===== src/rtl/selector_campo_ajuste.sv =====
// selector_campo_ajuste: pushbutton-driven field selector for a settings menu.
//   Five raw buttons are synchronized, debounced and edge-detected; a two-state FSM
//   (IDLE/PROG) walks a field index and issues level up/down adjust requests.
// Ports: clk, reset (sync, active-high); btn_prog/left/right/up/down (raw, async);
//   en_count (0 = none, 1..NUM_FIELDS), enUP, enDOWN (registered levels), prog_mode.
module selector_campo_ajuste #(
  parameter int DB_CYCLES  = 1000000,
  parameter int TIMEOUT    = 1000000000,
  parameter int NUM_FIELDS = 9
) (
  input  logic       clk,
  input  logic       reset,
  input  logic       btn_prog,
  input  logic       btn_left,
  input  logic       btn_right,
  input  logic       btn_up,
  input  logic       btn_down,
  output logic [3:0] en_count,
  output logic       enUP,
  output logic       enDOWN,
  output logic       prog_mode
);

  localparam int B_PROG  = 0;
  localparam int B_LEFT  = 1;
  localparam int B_RIGHT = 2;
  localparam int B_UP    = 3;
  localparam int B_DOWN  = 4;

  localparam int              DBW       = (DB_CYCLES > 1) ? $clog2(DB_CYCLES + 1) : 1;
  localparam logic [DBW-1:0]  DB_LAST   = DBW'(DB_CYCLES - 1);
  localparam logic [29:0]     IDLE_LAST = 30'(TIMEOUT - 1);
  localparam logic [3:0]      FIELD_MAX = 4'(NUM_FIELDS);

  typedef enum logic {IDLE, PROG} state_t;

  logic [4:0]     raw;
  logic [4:0]     sync1;
  logic [4:0]     sync2;
  logic [4:0]     deb;
  logic [4:0]     deb_q;
  logic [4:0]     press;
  logic [DBW-1:0] db_cnt [5];

  state_t      state, state_nx;
  logic [3:0]  field, field_nx;
  logic [29:0] idle_cnt, idle_cnt_nx;
  logic        en_up_nx, en_down_nx;
  logic        activity;

  assign raw = {btn_down, btn_up, btn_right, btn_left, btn_prog};

  // Synchronizer, per-button debounce and previous debounced level for edge detect.
  // The counter measures how long the synchronized input has disagreed with the
  // accepted level; any agreement restarts the measurement.
  always_ff @(posedge clk) begin
    if (reset) begin
      sync1 <= '0;
      sync2 <= '0;
      deb   <= '0;
      deb_q <= '0;
      for (int i = 0; i < 5; i++) db_cnt[i] <= '0;
    end else begin
      sync1 <= raw;
      sync2 <= sync1;
      deb_q <= deb;
      for (int i = 0; i < 5; i++) begin
        if (sync2[i] == deb[i]) begin
          db_cnt[i] <= '0;
        end else if (db_cnt[i] == DB_LAST) begin
          deb[i]    <= sync2[i];
          db_cnt[i] <= '0;
        end else begin
          db_cnt[i] <= db_cnt[i] + DBW'(1);
        end
      end
    end
  end

  // One-cycle pulse on debounced rising edges only.
  assign press = deb & ~deb_q;

  // Anything that should keep program mode alive: a new press, or up/down held.
  assign activity = (|press) | deb[B_UP] | deb[B_DOWN];

  always_ff @(posedge clk) begin
    if (reset) begin
      state    <= IDLE;
      field    <= 4'd1;
      idle_cnt <= '0;
      enUP     <= 1'b0;
      enDOWN   <= 1'b0;
    end else begin
      state    <= state_nx;
      field    <= field_nx;
      idle_cnt <= idle_cnt_nx;
      enUP     <= en_up_nx;
      enDOWN   <= en_down_nx;
    end
  end

  always_comb begin
    state_nx    = state;
    field_nx    = field;
    idle_cnt_nx = '0;
    case (state)
      IDLE: begin
        if (press[B_PROG]) begin
          state_nx = PROG;
          field_nx = 4'd1;
        end
      end
      PROG: begin
        if (press[B_PROG]) begin
          // Leaving wins over any simultaneous left/right.
          state_nx = IDLE;
        end else if (activity) begin
          if (press[B_RIGHT] && !press[B_LEFT]) begin
            field_nx = (field >= FIELD_MAX) ? 4'd1 : field + 4'd1;
          end else if (press[B_LEFT] && !press[B_RIGHT]) begin
            field_nx = (field <= 4'd1) ? FIELD_MAX : field - 4'd1;
          end
        end else if (idle_cnt == IDLE_LAST) begin
          state_nx = IDLE;
        end else begin
          idle_cnt_nx = idle_cnt + 30'd1;
        end
      end
      default: state_nx = IDLE;
    endcase
    // Gated by the next state so the adjust levels drop together with the exit.
    en_up_nx   = (state_nx == PROG) && deb[B_UP] && !deb[B_DOWN];
    en_down_nx = (state_nx == PROG) && deb[B_DOWN] && !deb[B_UP];
  end

  assign prog_mode = (state == PROG);
  assign en_count  = (state == PROG) ? field : 4'd0;

endmodule


===== config.mk =====
export PLATFORM = sky130hd
export DESIGN_NAME = selector_campo_ajuste
export DESIGN_NICKNAME = d
export VERILOG_FILES = /design/src/rtl/selector_campo_ajuste.sv
export SDC_FILE = /design/constraint.sdc
export NUM_CORES = 1
export LEC_CHECK = 0
export BUFFER_PORTS_ARGS = -buffer_cell sky130_fd_sc_hd__buf_2
export CAP_MARGIN = 5
export CORE_MARGIN = 8
export CORE_UTILIZATION = 30
export DETAILED_ROUTE_END_ITERATION = 7
export HOLD_SLACK_MARGIN = 0.06
export PLACE_DENSITY_LB_ADDON = 0.1
export SLEW_MARGIN = 20
export SYNTH_ARGS = -nofsm -noshare
export SYNTH_HDL_FRONTEND = slang
export SYNTH_SLANG_ARGS = --single-unit

===== constraint.sdc =====
create_clock -name clk -period 2.6 [get_ports clk]
set_input_delay 0.26 -clock clk [delete_from_list [all_inputs] [get_ports clk]]
set_output_delay 0.26 -clock clk [all_outputs]
set_load 0.02 [all_outputs]

After elaboration in Yosys (flattened, before gate mapping)

Memory sizes are Yosys's and may differ from the RTL's.
Index checks and enable logic that the tools add are counted.

Add/subtract/negate cells: 8
Eq/ne operators: 15
Reduce and logical (&&, ||, !) cells: 18
Multiplexer cells: 86
Bitwise logic cells: 25
Magnitude comparators: 2

Operators by type and width:

| cell                  | count |
|---|---|
| $mux 20               | 15 |
| $add 20x1->20 const B | 5 |
| $eq 20x20->1 const B  | 5 |
| $mux 1                | 61 |
| $mux 4                | 8 |
| $add 30x1->30 const B | 1 |
| $eq 30x30->1 const B  | 1 |
| $or 1x1->1            | 17 |
| $reduce_and 2->1      | 5 |
| $reduce_or 5->1       | 2 |
| $pmux 4 s2            | 1 |
| $logic_and 1x1->1     | 6 |
| $not 1->1             | 6 |
| $and 5x5->5           | 1 |
| $eq 1x1->1            | 5 |
| $not 5->5             | 1 |
| $add 4x1->4 const B   | 1 |
| $ge 4x4->1 const B    | 1 |
| $le 4x1->1 const B    | 1 |
| $logic_not 1->1       | 4 |
| $ne 2x2->1 const B    | 2 |
| $reduce_and 4->1      | 1 |
| $sub 4x1->4 const B   | 1 |
| $ne 3x1->1 const B    | 1 |
| other kinds (2)       | 2 |

Memories kept: 1
Memory bits (writable): 100
Flip-flop bits (word level): 57
Input bits: 7

Memories:

| memory | depth | bits a word | read ports | clocked after memory_dff | wr ports | line | RTL |
|---|---|---|---|---|---|---|---|
| db_cnt | 5     | 20          | 5          | 0                        | 5        | 43   | `logic [DBW-1:0] db_cnt [5];` |

Longest topological paths before layout

Gate-level depths: netlist of the first run.

Depth after elaboration: 10
Mapped depth: 8

Least setup slack after synthesis of the first run

OpenSTA, ideal clock, no wires.

Path type: register to register
Start: mem db_cnt[1][15] (netlist bit)
End: mem db_cnt[1][16] (netlist bit) (data pin)
Required time: 2.346 ns
Cell stages (with the launch flop): 8
Clock period less this slack: 2.108 ns
Setup time: 0.254 ns
Arrival: 1.854 ns
Path slack: 0.492 ns
Cells stage by stage: edfxtp_1 -> or4b_2 -> nor3_1 -> and4_1 -> or2_2 -> buf_2 -> buf_4 -> nor2_1

RTL lines:

| what            | line |
|---|---|
| start, declared | 43 |

==> results of run 1 <==
timing repair:
action | in CTS | in global routing
setup buffers | 0 | 0
hold endpoints to repair | 4 | 0
hold buffers | 4 | 0
cells in the mapped netlist (all sizes together), types with 13 or more instances:
master | n | share of area
nand2 | 45 | 0.022
nand3 | 58 | 0.038
nand4 | 26 | 0.021
inv | 15 | 0.0073
xor2 | 73 | 0.083
nor2b | 19 | 0.016
nor2 | 162 | 0.079
nor4 | 19 | 0.015
xnor2 | 50 | 0.057
nor3 | 13 | 0.0084
edfxtp | 100 | 0.39
and3 | 17 | 0.014
dfxtp | 55 | 0.14
stage by stage:
step	hold WS [ns]	instances	power, uW
floorplan	0.3882	862	2919
global placement	0.4220	1204	2969
detailed placement	0.4223	1204	2968
CTS	0.08595	1239	5309
global route	0.08565	1239	5427
finish	0.09108	1239	5206
cell type report:
class	instances	area share
Timing Repair Buffer	34	0.02531
Inverter	15	0.006124
Multi-Input combinational cell	674	0.4193
Clock inverter	13	0.01130
Clock buffer	18	0.04668
Sequential cell	155	0.4464
Tap cell	330	0.04491
power by group through the flow:
stage          sequential [uW]  clock (uW)  combinational, uW
4_1_cts                   2770        2390                152
6_report                  2770        2290                152
2_1_floorplan             2800           0                120
5_1_grt                   2780        2470                180
3_3_place_gp              2820           0                148
3_5_place_dp              2820           0                146
metal layers:
layer | up-vias | routed length, um | track usage
met1 | 2549 | 7433 | 0.1272
li1 | 2841 | - | -
met4 | 0 | 158 | 0.03363
met3 | 9 | 263 | 0.02368
met5 | - | 0 | 0
met2 | 26 | 6555 | 0.1510
worst max-delay path: cells and delay by family, from the launching register on:
family,cells,cell delay [ns]
flip-flops,1,0.41
AND/OR/NAND/NOR,5,1.50
worst paths after layout:
kind              depth (start not counted)                         end  slack, ns                         from
setup reg to reg                          5  db_cnt[1][9]$_SDFFCE_PN0P_       0.42  db_cnt[1][15]$_SDFFCE_PN0P_
hold / removal                            2         sync1[2]$_SDFF_PP0_       0.09                    btn_right
hold reg to reg                           1         sync2[2]$_SDFF_PP0_       0.43          sync1[2]$_SDFF_PP0_
setup / recovery                          5  db_cnt[1][9]$_SDFFCE_PN0P_       0.42  db_cnt[1][15]$_SDFFCE_PN0P_
sequential cells by signal (all words and copies together) (netlist names):
register,count
enDOWN,1
sync2,5
field,4
db_cnt,100
deb,5
sync1,5
enUP,1
idle_cnt,30
deb_q,3
prog_mode,1
logic make-up after synthesis:
kind of cell / after synthesis / synth area share
muxes: 7 / 0.009216
and+or+nand+nor: 414 / 0.2687
AOI/OAI and AO/OA: 21 / 0.01795
other: 1 / 0.0004846
buffers and inverters: 33 / 0.01956
DFF: 155 / 0.5303
xor gates and xnor gates: 123 / 0.1392
adders and majority gates: 9 / 0.01455
==> qor.csv, run 1 <==
metric;value;unit
status;complete, no violations;
setup total negative slack;0;ns
register area;0.004104;mm2
Detailed Place HPWL;10.18;mm
Max Freq;459.6;MHz
Syn-to-layout area delta;18.80;%
Die Ht;176.6;um
Setup Skew;0.01339;ns
Tmin final;2.176;ns
CP Cell Sequence;or4b_2 -> nor3_1 -> and4_1 -> or2_2 -> nor2_1;
clock buffer count from CTS;17;
Power Dens Cells;566.2;mW/mm2
H-Tree Depth;4;
Hold Vio Cnt, Final;0;
ys async rst share;0;
RSZ-0062 raised after global routing;no;
Via density;4.379;
Net Sw Power;1145;uW
Seq cells post-synth;155;
area of the multi-input gates;0.003855;mm2
vias in the first global route;5211;
fin util;0.3641;
Die ar.;0.03119;mm2
post-CTS sizing;0;
most frequent cells in the layout;162 x nor2_1, 100 x edfxtp_1, 100 x conb_1, 73 x xor2_1, 58 x nand3_1;
Worst path slowest cell;or4b_2;
Overflow after GRT;0;
Seq pwr share;0.532;
Post-Route WL;14.41;mm
final worst path period share;0.8369;
Net count, final;913;
Cells after Synth;763;
YS warnings;0;
Core Region;0.02525;mm2
first-pass GRT wire length;24.85;mm
WL/cell;11.63;um
setup ws final;0.4241;ns
most common cell after layout, fill and taps aside;nor2_1;
sw frac;0.2199;
# diodes;0;
via count;5425;
max-slew violation count;0;
Netlist cell types;50;
router iterations before antenna repair;4;
post-route ant nets;0;
Int Pwr;4061;uW
share of cells above drive strength 1;0.07481;
CP peak stage delay;0.68;ns
Reg clk slew, reported paths;0.06;ns
Primary FF master, synth;edfxtp_1;
leakage power total;0.003154;uW
Total Routing Usage GR;0.09627;
Post-synth EDFFs;100;
Ports;14;
min-delay worst type;in -> reg;
largest net degree at the start of global routing;21;
Rel. slew slack;0.5537;
Die W;176.6;um
Residual DRC;0;
Crit Path Class;reg -> reg;
Synth Cell Area;0.007739;mm2
max cap viols;0;
Worst Path Max Fanout;19;
CTS sink count;155;
CP Launch Type;flop;
initial DRC count;313;
Root Driver;clkbuf_16;
Clock Latency Late Sink;0.42;ns
Peak supply drop;0.2916;mV
PortBufs;13;
post-synthesis sequential area ratio;0.5303;
CTS tree;yes;
Crit. End Element;flop;
worst slew pin tran;0.6633;ns
DP Worst Slack;0.3960;ns
Arr. time, crit path;2.32;ns
worst path required time;2.75;ns
Starting Density;0.3064;
mean post-synth cell area;10.14;um2
Cell Area, Placed;0.008621;mm2
routability cong.;0.7509;
Clock power frac;0.439;
setup violators final;0;
Max clock buf depth;2;
Gate power share;0.029;
initial antenna violation count;0;
Rows;58;
FILL cells;2641;
design area;0.009194;mm2
No activity file was read; power rests on OpenSTA's default activity.
==> run 2: changes to the inputs <==
==> constraint.sdc (replaced) <==
create_clock -name clk -period 2 [get_ports clk]
set_input_delay 0.2 -clock clk [delete_from_list [all_inputs] [get_ports clk]]
set_output_delay 0.2 -clock clk [all_outputs]
set_load 0.02 [all_outputs]
==> run 2 against run 1 <==
Effect of this change:
- maximum frequency up 14%
- combinational power increased by 67%
- critical path depth increased by 1
- final cell count grew 5.0%
==> qor.csv, run 2 (synthesis gave the netlist of run 1 again) <==
metric;value;unit;change
Reg clk slew, reported paths;0.07;ns;about the same
setup total negative slack;0;ns;unchanged
WL met3;345;um;+31%
routability cong.;0.7732;;+3.0%
hold path depth;2;;unchanged
Ports;14;;unchanged
router iterations before antenna repair;5;;+1
Via density;4.284;;-2.2%
clock buffer count from CTS;17;;unchanged
CTS sink count;155;;unchanged
Arr. time, crit path;2.21;ns;-0.11 ns
Largest register FFs;100;;unchanged
final worst path period share;0.9503;;+0.1134
Root Driver;clkbuf_16;;
first-pass GRT wire length;25.62;mm;+3.1%
H-Tree Depth;4;;unchanged
register area;0.004104;mm2;unchanged
max-slew violation count;0;;unchanged
share of cells above drive strength 1;0.1452;;+0.07040
Total Routing Usage GR;0.1004;;+0.004168
Residual DRC;0;;unchanged
max cap viols;0;;unchanged
Max clock buf depth;2;;unchanged
Max Freq;526.2;MHz;+14%
Die W;176.6;um;unchanged
initial antenna violation count;0;;unchanged
Tmin final;1.901;ns;-0.2754 ns
WL met1;7.746;mm;+4.2%
via count;5573;;+2.7%
CTS tree;yes;;
Net count, final;974;;+6.7%
Die Ht;176.6;um;unchanged
leakage power total;0.003545;uW;+12%
Rows;58;;unchanged
Setup Skew;0.01212;ns;-0.001266 ns
Peak supply drop;0.4167;mV;+43%
Clock Latency Late Sink;0.42;ns;about the same
setup violators final;0;;unchanged
Most flops, register;db_cnt;;
Starting Density;0.3064;;unchanged
worst path required time;2.31;ns;-0.44 ns
HP Start;reset;;
Detailed Place HPWL;10.67;mm;+4.8%
Largest regs;db_cnt: 100 flops, idle_cnt: 30 flops;;
vias in the first global route;5441;;+4.4%
FILL cells;2568;;-2.8%
Crit. End Element;flop;;
largest net degree at the start of global routing;27;;+29%
WL/cell;11.45;um;-1.6%
Post-Route WL;14.89;mm;+3.3%
Core Region;0.02525;mm2;unchanged
highest routed layer;met4;;
R2R depth;6;;+1
Die ar.;0.03119;mm2;unchanged
area of the multi-input gates;0.003924;mm2;+1.8%
worst setup path endpoint;idle_cnt[28]$_SDFF_PP0_;;
Fin Hold WS;0.1767;ns;+0.08559 ns
metal2 WL;6.713;mm;+2.4%
status;complete, no violations;;
most common cell after layout, fill and taps aside;nor2_1;;
post-route ant nets;0;;unchanged
most frequent cells in the layout;162 x nor2_1, 100 x edfxtp_1, 100 x conb_1, 73 x xor2_1, 71 x buf_4;;
Crit Reg-Reg Endpoint;idle_cnt[28]$_SDFF_PP0_;;
Hold Vio Cnt, Final;0;;unchanged
flop-to-flop setup slack;0.1;ns;-0.32 ns
reg-to-reg startpoint;idle_cnt[0]$_SDFF_PP0_;;
Overflow after GRT;0;;unchanged
RSZ-0062 raised after global routing;no;;
crit path launch;idle_cnt[0]$_SDFF_PP0_;;
Syn-to-layout area delta;27.41;%;
Power Dens Cells;734.0;mW/mm2;+30%
Worst Path Max Fanout;5;;-14
min-delay worst type;in -> reg;;
PortBufs;13;;unchanged
Crit Path Class;reg -> reg;;
CP Launch Type;flop;;
# diodes;0;;unchanged
initial DRC count;267;;-15%
run 2: cell types whose count changed in the layout (fill, tap and decap cells not counted), moves of 2 or more:
cell / before / now
buf_4: 17 / 71
buf_12: 0 / 5
inv_6: 1 / 5
nor4_1: 19 / 15
nor4_2: 0 / 4
clkinv_1: 3 / 0
bufinv_16: 1 / 3
clkinv_2: 3 / 1
clkinv_4: 3 / 1
inv_8: 0 / 2
nor4bb_1: 2 / 0
nor4bb_2: 0 / 2
or2_4: 0 / 2
run 2: what timing repair did:
item                       in CTS  in global routing
buffers inserted                0                  1
setup endpoints to repair       0                 62
gates resized for setup         0                 10
hold buffers                    5                  0
hold endpoints to repair        5                  0
run 2: layer usage:
metal  up-vias  track usage
met1      2556       0.1294
met2        39       0.1609
met4         0      0.02907
met3         4      0.02923
met5         -            0
li1       2974            -
run 2: layout make-up:
class / instances / share of cell area
clock buffer: 18 / 0.04353
clock inverter: 14 / 0.01878
inverter: 15 / 0.005711
multi-input combinational: 675 / 0.3980
sequential: 155 / 0.4162
tap: 330 / 0.04188
timing repair buffer: 94 / 0.07589
run 2: through the flow:
stage / cells / utilization / worst slack, ns / power, uW / cell area (um2)
6_report: 1301 / 0.3904 / 0.09949 / 7237 / 9859
5_1_grt: 1301 / 0.3904 / 0.006064 / 7543 / 9859
4_1_cts: 1299 / 0.3876 / 0.02174 / 7363 / 9789
3_5_place_dp: 1262 / 0.3613 / 0.03867 / 3893 / 9125
3_3_place_gp: 1262 / 0.3613 / 0.09590 / 3894 / 9125
2_1_floorplan: 862 / - / 0.03612 / 3797 / 8128
run 2: worst min-delay path by stage:
| stage | slack [ns] | end |
|---|---|---|
| final | 0.18 | deb[3]$_SDFFE_PP0N_ |
| after global routing | 0.19 | sync2[3]$_SDFF_PP0_ |
| after CTS | 0.17 | deb[3]$_SDFFE_PP0N_ |
| after detailed placement | 0.42 | sync1[3]$_SDFF_PP0_ |
| after global placement | 0.41 | sync1[3]$_SDFF_PP0_ |
| after floorplan | 0.33 | sync1[0]$_SDFF_PP0_ |
run 2: power by group:
part / internal (uW) / switching, uW
clock: 2000 / 1400
sequential: 3500 / 81.5
combinational: 120 / 134
run 2: critical path, cell delays in order, from the launching register on:
cell,delay [ns]
dfxtp_1,0.38
ha_1,0.19
inv_1,0.07
or4_4,0.57
nor4_1,0.36
xnor2_1,0.16
nor2_1,0.05
==> run 3: changes to the inputs <==
--- a/config.mk
+++ b/config.mk
@@ -7,6 +7,7 @@
 export LEC_CHECK = 0
 export BUFFER_PORTS_ARGS = -buffer_cell sky130_fd_sc_hd__buf_2
 export CAP_MARGIN = 5
+export CORE_ASPECT_RATIO = 0.9
 export CORE_MARGIN = 8
 export CORE_UTILIZATION = 30
 export DETAILED_ROUTE_END_ITERATION = 7
==> constraint.sdc (replaced) <==
create_clock -name clk -period 2 [get_ports clk]
set_input_delay 0.2 -clock clk [delete_from_list [all_inputs] [get_ports clk]]
set_output_delay 0.2 -clock clk [all_outputs]
set_load 0.005 [all_outputs]
==> run 3 against run 2 <==
Effect of this change:
- worst hold slack better by 0.0018 ns
- critical endpoint is now idle_cnt[22]$_SDFF_PP0_
- global-route usage barely moved
- critical path depth unchanged
- sequential power about the same
- total power is 0.24% higher
- clock-buffer cell count is 5 higher
- highest routed layer unchanged
- sequential share of layout area down 0.12 points
- non-clock buffer count down 3
- combinational power up 2%
- design area rose by 0.32%
- final cell count rose by 0.77%
- via count grew 0.72%
==> qor.csv, run 3 (synthesis gave the netlist of run 1 again) <==
metric;value;unit;change
Max clock buf depth;2;;unchanged
Cell Area, Placed;0.009125;mm2;unchanged
Via density;4.281;;about the same
reg-to-reg startpoint;deb[2]$_SDFFE_PP0N_;;
Crit Path Class;reg -> reg;;
Largest regs;db_cnt: 100 flops, idle_cnt: 30 flops;;
Setup Skew;0.01389;ns;+0.001765 ns
Largest register FFs;100;;unchanged
Detailed Place HPWL;10.56;mm;-1.1%
Syn-to-layout area delta;27.81;%;
CP Launch Type;flop;;
initial antenna violation count;0;;unchanged
CTS sink count;155;;unchanged
Die W;185.3;um;+4.9%
Max Freq;526.7;MHz;about the same
CP peak stage delay;0.48;ns;-0.09 ns
Clock Latency Late Sink;0.42;ns;about the same
WL met1;7.824;mm;+1.0%
HP Start;reset;;
Residual DRC;0;;unchanged
Core Region;0.02526;mm2;about the same
Net count, final;972;;-0.21%
metal2 WL;6.728;mm;+0.22%
final worst path period share;0.9493;;about the same
Tmin final;1.899;ns;-0.001851 ns
WL met3;383;um;+11%
Post-Place Cells;1272;;+0.79%
Ports;14;;unchanged
Fin Hold WS;0.1785;ns;+0.001783 ns
max-slew violation count;0;;unchanged
vias in the first global route;5293;;-2.7%
setup violators final;0;;unchanged
Reg clk slew, reported paths;0.06;ns;about the same
routability cong.;0.7423;;-4.0%
WL/cell;11.51;um;+0.54%
Peak supply drop;0.3912;mV;-6.1%
total power;7254;uW;+0.24%
share of cells above drive strength 1;0.1455;;+0.0002997
min-delay worst type;in -> reg;;
Overflow after GRT;0;;unchanged
worst path required time;2.34;ns;+0.03 ns
largest net degree at the start of global routing;27;;unchanged
Worst path slowest cell;or4_4;;
first-pass GRT wire length;25.54;mm;-0.32%
status;complete, no violations;;
crit path launch;deb[2]$_SDFFE_PP0N_;;
Rows;55;;-5.2%
Hold Vio Cnt, Final;0;;unchanged
Post-Route WL;15.09;mm;+1.3%
highest routed layer;met4;;
design area;0.009891;mm2;+0.32%
Arr. time, crit path;2.24;ns;+0.03 ns
RSZ-0062 raised after global routing;no;;
max cap viols;0;;unchanged
H-Tree Depth;4;;unchanged
Most flops, register;db_cnt;;
router iterations before antenna repair;6;;+1
clock buffer count from CTS;17;;unchanged
Crit. End Element;flop;;
leakage power total;0.003552;uW;+0.20%
Root Driver;clkbuf_16;;
Die Ht;168.4;um;-4.7%
setup total negative slack;0;ns;unchanged
# diodes;0;;unchanged
initial DRC count;262;;-1.9%
Total Routing Usage GR;0.1002;;-0.0002529
Power Dens Cells;733.4;mW/mm2;about the same
via count;5613;;+0.72%
most common cell after layout, fill and taps aside;nor2_1;;
CTS tree;yes;;
most frequent cells in the layout;161 x nor2_1, 100 x edfxtp_1, 100 x conb_1, 73 x xor2_1, 68 x buf_4;;
Starting Density;0.3064;;about the same
post-route ant nets;0;;unchanged
PortBufs;13;;unchanged
CP Cell Sequence;nor2b_4 -> or4_4 -> or3b_4 -> nand2b_1 -> buf_12 -> a21oi_1;;
Die ar.;0.03120;mm2;about the same
Worst Path Max Fanout;26;;+21
Layout Cells excl Fill;1311;;+0.77%
-- run 3: changes by cell type in the layout (fill, tap and decap cells not counted), moves of 2 or more --
cell / delta
buf_4: -3
inv_6: -4
clkbuf_1: +2
inv_8: -2
nor4_1: -2
clkbuf_8: +2
-- run 3: routing by layer --
layer  vias to the layer above  track usage
met4                         0      0.03442
met5                         -            0
met1                      2601       0.1358
met3                         9      0.02475
li1                       2966            -
met2                        37       0.1528
-- run 3: area by class of cell --
class                           instances  area [um2]
Fill cell                            2549       15360
Sequential cell                       155        4105
Multi-Input combinational cell        676        3953
Timing Repair Buffer                   91       725.7
Clock buffer                           23       489.2
Tap cell                              342       427.9
Clock inverter                          9       133.9
Inverter                               15       56.30
-- run 3: critical path: cells and delay by family (launching register included) --
kind / cells / cell delay (ns)
flops: 1 / 0.31
compound gates: 1 / 0.12
buf+inv: 1 / 0.17
simple gates: 4 / 1.22
-- run 3: where the power goes --
group	leakage [uW]	switching (uW)	internal [uW]	total (uW)
Combinational	0.00178	137	124	260
Clock	0.000299	1300	2110	3410
Sequential	0.00148	83.1	3500	3580
Total	0.00355	1520	5740	7250
-- run 3: through the flow --
stage	setup slack, ns	util
6_report	0.1013	0.3916
5_1_grt	0.00004419	0.3916
4_1_cts	0.01070	0.3880
3_5_place_dp	0.03647	0.3613
3_3_place_gp	0.05750	0.3613
2_1_floorplan	0.03612	-
-- run 3: path summary, 6_finish.rpt --
| check | slack, ns | endpoint | depth (start not counted) |
|---|---|---|---|
| worst max-delay path | 0.10 | idle_cnt[22]$_SDFF_PP0_ | 6 |
| worst min-delay path | 0.18 | deb_q[0]$_SDFF_PP0_ | 2 |
| worst max register to register | 0.10 | idle_cnt[22]$_SDFF_PP0_ | 6 |
| worst min register to register | 0.44 | sync2[0]$_SDFF_PP0_ | 1 |
-- run 3: repair_timing --
action | 4_1_cts | 5_1_grt
hold buffers | 5 | 0
resized for setup | 0 | 17
hold endpoints to repair | 5 | 0
setup buffers | 0 | 0
endpoints found under the setup margin | 0 | 85
